### config.mk
export PLATFORM = sky130hd
export DESIGN_NAME = vga_timing
export DESIGN_NICKNAME = d
export VERILOG_FILES = /design/src/rtl/vga_timing.sv
export SDC_FILE = /design/constraint.sdc
export NUM_CORES = 1
export LEC_CHECK = 0
export BUFFER_PORTS_ARGS = -buffer_cell sky130_fd_sc_hd__buf_4
export CAP_MARGIN = 40
export CELL_PAD_IN_SITES_DETAIL_PLACEMENT = 1
export CELL_PAD_IN_SITES_GLOBAL_PLACEMENT = 1
export CORE_MARGIN = 10
export CORE_UTILIZATION = 38
export DETAILED_ROUTE_END_ITERATION = 16
export PLACE_DENSITY_LB_ADDON = 0.1
export SLEW_MARGIN = 20
export SYNTH_ARGS = -nofsm -noshare
export SYNTH_HDL_FRONTEND = slang
export SYNTH_SLANG_ARGS = --single-unit
### constraint.sdc
create_clock -name clk -period 1.98 [get_ports clk]
set_input_delay 0.099 -clock clk [delete_from_list [all_inputs] [get_ports clk]]
set_output_delay 0.099 -clock clk [all_outputs]
set_load 0.01 [all_outputs]
### src/rtl/vga_timing.sv
// Free-running VGA raster timing generator (1024x768 @ 60 Hz defaults, 65 MHz pixel clock).
// Counters and flags are registered together from the next-state values, so all outputs are flops.
module vga_timing #(
  parameter int HOR_TOTAL       = 1344,
  parameter int HOR_BLANK_START = 1024,
  parameter int HOR_SYNC_START  = 1048,
  parameter int HOR_SYNC_END    = 1184,
  parameter int VER_TOTAL       = 806,
  parameter int VER_BLANK_START = 768,
  parameter int VER_SYNC_START  = 771,
  parameter int VER_SYNC_END    = 777
) (
  input  logic        clk,
  input  logic        rst_n,
  output logic [10:0] hcount,
  output logic [10:0] vcount,
  output logic        hsync,
  output logic        vsync,
  output logic        hblnk,
  output logic        vblnk,
  output logic        frame_start,
  output logic [7:0]  frame_cnt
);

  localparam logic [10:0] H_LAST = 11'(HOR_TOTAL - 1);
  localparam logic [10:0] H_TOT  = 11'(HOR_TOTAL);
  localparam logic [10:0] H_BLK  = 11'(HOR_BLANK_START);
  localparam logic [10:0] H_SS   = 11'(HOR_SYNC_START);
  localparam logic [10:0] H_SE   = 11'(HOR_SYNC_END);
  localparam logic [10:0] V_LAST = 11'(VER_TOTAL - 1);
  localparam logic [10:0] V_TOT  = 11'(VER_TOTAL);
  localparam logic [10:0] V_BLK  = 11'(VER_BLANK_START);
  localparam logic [10:0] V_SS   = 11'(VER_SYNC_START);
  localparam logic [10:0] V_SE   = 11'(VER_SYNC_END);

  logic [10:0] hcount_q, hcount_d;
  logic [10:0] vcount_q, vcount_d;
  logic        hsync_q, hsync_d;
  logic        vsync_q, vsync_d;
  logic        hblnk_q, hblnk_d;
  logic        vblnk_q, vblnk_d;
  logic        frame_start_q, frame_start_d;
  logic [7:0]  frame_cnt_q, frame_cnt_d;
  logic        h_wrap;
  logic        f_wrap;

  // Flags are decoded from the next counter values so they land in the same cycle as the counters.
  always_comb begin
    h_wrap   = (hcount_q == H_LAST);
    f_wrap   = h_wrap && (vcount_q == V_LAST);
    hcount_d = h_wrap ? 11'd0 : hcount_q + 11'd1;
    vcount_d = vcount_q;
    if (h_wrap) begin
      vcount_d = (vcount_q == V_LAST) ? 11'd0 : vcount_q + 11'd1;
    end
    hblnk_d       = (hcount_d >= H_BLK) && (hcount_d < H_TOT);
    hsync_d       = (hcount_d >= H_SS)  && (hcount_d < H_SE);
    vblnk_d       = (vcount_d >= V_BLK) && (vcount_d < V_TOT);
    vsync_d       = (vcount_d >= V_SS)  && (vcount_d < V_SE);
    frame_start_d = f_wrap;
    frame_cnt_d   = f_wrap ? frame_cnt_q + 8'd1 : frame_cnt_q;
  end

  always_ff @(posedge clk) begin
    if (!rst_n) begin
      hcount_q      <= 11'd0;
      vcount_q      <= 11'd0;
      hsync_q       <= 1'b0;
      vsync_q       <= 1'b0;
      hblnk_q       <= 1'b0;
      vblnk_q       <= 1'b0;
      frame_start_q <= 1'b0;
      frame_cnt_q   <= 8'd0;
    end else begin
      hcount_q      <= hcount_d;
      vcount_q      <= vcount_d;
      hsync_q       <= hsync_d;
      vsync_q       <= vsync_d;
      hblnk_q       <= hblnk_d;
      vblnk_q       <= vblnk_d;
      frame_start_q <= frame_start_d;
      frame_cnt_q   <= frame_cnt_d;
    end
  end

  assign hcount      = hcount_q;
  assign vcount      = vcount_q;
  assign hsync       = hsync_q;
  assign vsync       = vsync_q;
  assign hblnk       = hblnk_q;
  assign vblnk       = vblnk_q;
  assign frame_start = frame_start_q;
  assign frame_cnt   = frame_cnt_q;

endmodule

Yosys cells after proc, flatten, opt, wreduce, memory -nomap -nowiden
Cells that the tools add are included.

word-level totals
  flip-flop bits (word level) = 35
  bits of input ports = 2

operators by class
  $add $sub $neg = 3
  order comparisons = 8
  eq/ne operators = 2
  mux-type cells = 3
  reduce and logical (&&, ||, !) cells = 5

operators with widths
  kind                   number
  $mux 11                3
  $add 11x1->11 const B  2
  $ge 11x10->1 const B   2
  $ge 11x11->1 const B   2
  $lt 11x10->1 const B   2
  $lt 11x11->1 const B   2
  $eq 11x10->1 const B   1
  $eq 11x11->1 const B   1
  $add 8x1->8 const B    1
  $logic_and 1x1->1      5

Longest topological paths before layout
  depth in word-level cells = 5
  mapped depth = 10
  depth with buffers taken out = 8

Worst setup path after synthesis
Ideal clock, no wire load.

  path kind = reg-to-reg
  start = reg vcount_q[1] (netlist: vcount[1])
  end = reg vsync_q (netlist: vsync)
  library setup time = 0.088 ns
  data arrival time = 2.049 ns
  setup slack = -0.157 ns
  cell stages (with the launch flop) = 11
  buffers on the path = 2
  period minus slack after synthesis = 2.137 ns
  path through = dfxtp_1 -> inv_1 -> ha_1 -> and4bb_1 -> and4_1 -> buf_4 -> and2_4 -> buf_6 -> nand2b_4 -> nand4b_4 -> nor4_2

between the ends
  word-level cells in the longest chain between the ends = 5
  elaborated cells on any way between the ends = 7
  those cells by class = add/sub: 1; order compare: 2; eq/ne: 1; mux: 2; reduce/logical: 1

ends and longest elaborated chain
  what                                                  RTL line  source
  start: declaration                                    37        logic [10:0] vcount_q, vcount_d;
  start signal: assignment                              76        vcount_q <= vcount_d;
  $add 11x1->11 / $eq 11x10->1 (equally long branches)  54        vcount_d = (vcount_q == V_LAST) ? 11'd0 : vcount_q + 11'd1;
  $mux 11                                               54
  $mux 11 (*)                                           53        if (h_wrap) begin
  $ge 11x10->1 / $lt 11x10->1 (equally long branches)   59        vsync_d = (vcount_d >= V_SS) && (vcount_d < V_SE);
  $logic_and 1x1->1 (*)                                 59
  end signal: assignment                                78        vsync_q <= vsync_d;
  end: declaration                                      39        logic vsync_q, vsync_d;

Mark *: on every way between the ends. The rest lies on a longest branch, timed or not.
A chain may end at the register's enable or synchronous reset.

Final worst setup path
  start = reg hcount_q[0] (netlist: hcount[0])
  end = reg vsync_q (netlist: vsync)

between the ends
  word-level cells in the longest chain between the ends = 4
  elaborated cells on any way between the ends = 5
  those cells by class = order compare: 2; eq/ne: 1; mux: 1; reduce/logical: 1

ends and longest elaborated chain
  what                                                 RTL line  source
  start: declaration                                   36        logic [10:0] hcount_q, hcount_d;
  start signal: assignment                             75        hcount_q <= hcount_d;
  $eq 11x11->1 (*)                                     49        h_wrap = (hcount_q == H_LAST);
  $mux 11 (*)                                          53
  $ge 11x10->1 / $lt 11x10->1 (equally long branches)  59
  $logic_and 1x1->1 (*)                                59

Marked as above.

==> results.md <==
* Synth warnings at 0
* Clock-pin slew of the registers on the worst-case setup and hold paths at 0.07 ns
* Antenna cell count at 0
* Cell Area, Synth at 0.00209 mm²
* DR iter-0 viols at 130
* Horiz. Die Dim at 94.1 µm
* Vias in the first global route at 2050
* Most frequent cells in the layout: 82 x buf_4, 25 x dfxtp_1, 21 x nor2_1, 16 x nand2_1, 15 x and2_1
* First-pass GRT wire length at around 10000 µm
* Origin of the critical flop-to-flop path: hcount[0]
* H-tree levels at 2
* Drt total wl at 6530 µm
* Avg Cell Area, Syn at between 8 and 9 µm²
* Final Total Pwr at ~1.3 mW
* Slew margin rel. at 0.617
* Fillers at 624
* CP startpoint kind: register
* Hold Path Depth at 2
* Final Util at 0.561
* Core area at 0.00520 mm²
* Delay-heaviest family, CP: simple AND/OR/NAND/NOR gates
* Total number of vias at between 2000 and 2500
* Dominant synthesized flop cell: dfxtp_1
* R2R Setup Slk at -0.05 ns
* Total GRT Usage at 0.146
* Post-synthesis sequential area ratio at 0.336
* Slew of the pin with the lowest slew margin at 0.559 ns
* FF-to-FF path depth at 8
* Chip height at 94.1 µm
* Detailed placement HPWL at 4750 µm
* Hold Crit Start: rst_n
* Pleak at 1.19 nW
* Wirelength per Cell at ~17 µm
* GRT overflow at 0
* Fin. max-slew vios at 0
* Period utilization at 1.02
* Starting Density at 0.401
* Multiplexer share of the synthesized area at 0.0204
* Count of final setup violators at 2
* Largest net degree at the start of global routing at 23
* # DRC at 0
* Cell internal pwr at 984 µW
* CP Data Arrival Time at 2.23 ns
* VDD IR max at 301 µV
* Initial antenna violation count at 0
* Post-synth EDFFs at 0
* Post-route minimum period at 2.03 ns
* Simple-gate share of the synthesized area at 0.347
* Post-Synth XOR/XNOR Area at 0.0923
* Final antenna-violating net count at 0
* Achievable Freq at 493 MHz
* Bufs on Longest Clock Path at 2
* Hold EP: vcount[6]
* Main combinational cell family by area after synthesis: simple AND/OR/NAND/NOR gates
* Root Driver: clkbuf_8
* DR pass1 iterations at 4
* Final setup margin at -0.0465 ns
* Crit path cell chain: ha_4 -> nor2b_4 -> buf_4 -> nand4_1 -> nor3_2 -> xnor2_2 -> nand4b_4 -> nor4_4
* Clock Latency Late Sink at roughly 0.29 ns
* Hold WC Path Type: primary input to register
* Crit path largest cell delay at 0.37 ns
* Number of buffers and inverters on the critical path at 1
* Violated checks: setup timing
* RSZ-0062 raised after global routing: true
* Critical path depth at 8
* Flop pwr share at 0.550
* Cells after DPL at 370
* Synth unique cells at 57
* Port bufs at 36
* Sink Count at 35
* Hold WS at 0.197 ns
* CTS tree: built
* Commonest non-fill, non-tap cell in the layout: buf_4
* Clk pwr share at 0.391
* Synthesized Nets at 243
* Area share of fa/ha/maj cells after synthesis at 0.0240
* Share of flip-flops with an asynchronous set or reset at 0
* Syn Inst Count at 237
* Switching pwr at between 300 and 400 µW
* Req. time, crit path at 2.18 ns
* Setup Crit Path Kind: register to register
* Comb power frac at 0.059
* Max-cap violation count at 0
* Post-Layout Cell Count at 382
* I/O Pins at 37
* DR vias/cell at 5.34
* Final Net Count at 317
* Yosys reg bits at 35
* Slowest-stage cell, CP: dfxtp_2
* Compound-Gate Fraction of Synth Area at 0.122
* Crit-path max FO at 4
* Worst R2R End: vsync
* Pre-CTS setup slack at -0.0884 ns
* Routability cong. at around 0.78
* Clk_skew at 0.00652 ns
* Critical Path End Type: register
* Status: finished, violations left
* Die area at roughly 0.0089 mm²
* Row count at 26
* Pwr per Cell Area at 444 mW/mm²
* Switch share at 0.242
* Area growth syn-to-layout at 39.9%
* Num CTS Buffers at 5
* Layout cell share with drive strength beyond 1 at 0.417
* Hold Fails Final Rpt at 0
-- state kept, by name, summed over array words and instances, names as in the netlist --
| register | cells |
|---|---|
| hsync | 1 |
| hblnk | 1 |
| frame_start | 1 |
| vsync | 1 |
| hcount | 11 |
| frame_cnt | 8 |
| vblnk | 1 |
| vcount | 11 |
-- through the flow --
stage,TNS [ns],area (µm²)
6_report,-0.0474,2920
5_1_grt,-0.321,2920
4_1_cts,0,2850
3_5_place_dp,-0.0943,2710
3_3_place_gp,-0.00959,2710
2_1_floorplan,-0.0270,2160
-- layout make-up --
type / instances / area (µm²) / area share
inverters: 3 / 11.3 / 0.00386
well taps: 70 / 87.6 / 0.0300
clock buffers: 6 / 72.6 / 0.0249
clock inverters: 2 / 7.51 / 0.00257
flip-flops and latches: 35 / 718 / 0.246
multi-input cells: 183 / 1400 / 0.478
repair buffers: 83 / 627 / 0.215
-- logic make-up after synthesis --
logic type                 count (synthesis)
DFF                                       35
AOI/OAI and AO/OA                         37
and+or+nand+nor                          116
adders and majority gates                  4
muxes                                      4
buffers and inverters                     19
xor gates and xnor gates                  22
-- Yosys cell counts (3+ instances only) --
cell type	count	area (µm²)
nor3_1	10	50.1
and2_1	15	93.8
a21oi_1	6	30.0
nor2_1	22	82.6
a41oi_1	3	26.3
inv_1	3	11.3
buf_4	5	37.5
dfxtp_1	35	701
and3_1	5	31.3
ha_1	4	50.1
nand2_1	16	60.1
nand3_1	8	40.0
nor2b_1	6	37.5
nand2b_1	3	18.8
o21ai_0	9	45.0
xnor2_1	10	87.6
buf_6	4	45.0
nand4_1	9	56.3
xor2_1	12	105
clkbuf_1	6	22.5
-- metal layers --
layer  GRT usage  wire length, µm
met5           0                0
met4      0.0405               64
met3      0.0360              245
met2       0.231             3060
met1       0.192             3160
-- power groups by stage --
stage | Sequential [mW] | Clock, mW | Combinational (mW)
after floorplan | 0.730 | 0 | 0.0318
after global placement | 0.727 | 0 | 0.0658
after detailed placement | 0.727 | 0 | 0.0658
after CTS | 0.711 | 0.523 | 0.0682
after global routing | 0.714 | 0.554 | 0.0827
final | 0.714 | 0.508 | 0.0760
-- worst max-delay path by stage --
stage / slack (ns) / to / start
after floorplan: -0.03 / vsync / vcount[1]
after global placement: -0.01 / vsync / vcount[1]
after detailed placement: -0.09 / vsync / hcount[0]
after CTS: 0.002 / vsync / vcount[1]
after global routing: -0.18 / vsync / hcount[0]
final: -0.05 / vsync / hcount[0]
-- timing repair --
action,in CTS,in global routing
resized for setup,10,7
buffers inserted,1,3
pin swaps,5,6
endpoints found under the hold margin,0,0
hold buffers,0,0
endpoints found under the setup margin,3,7
(Power assumes the default switching activity.)
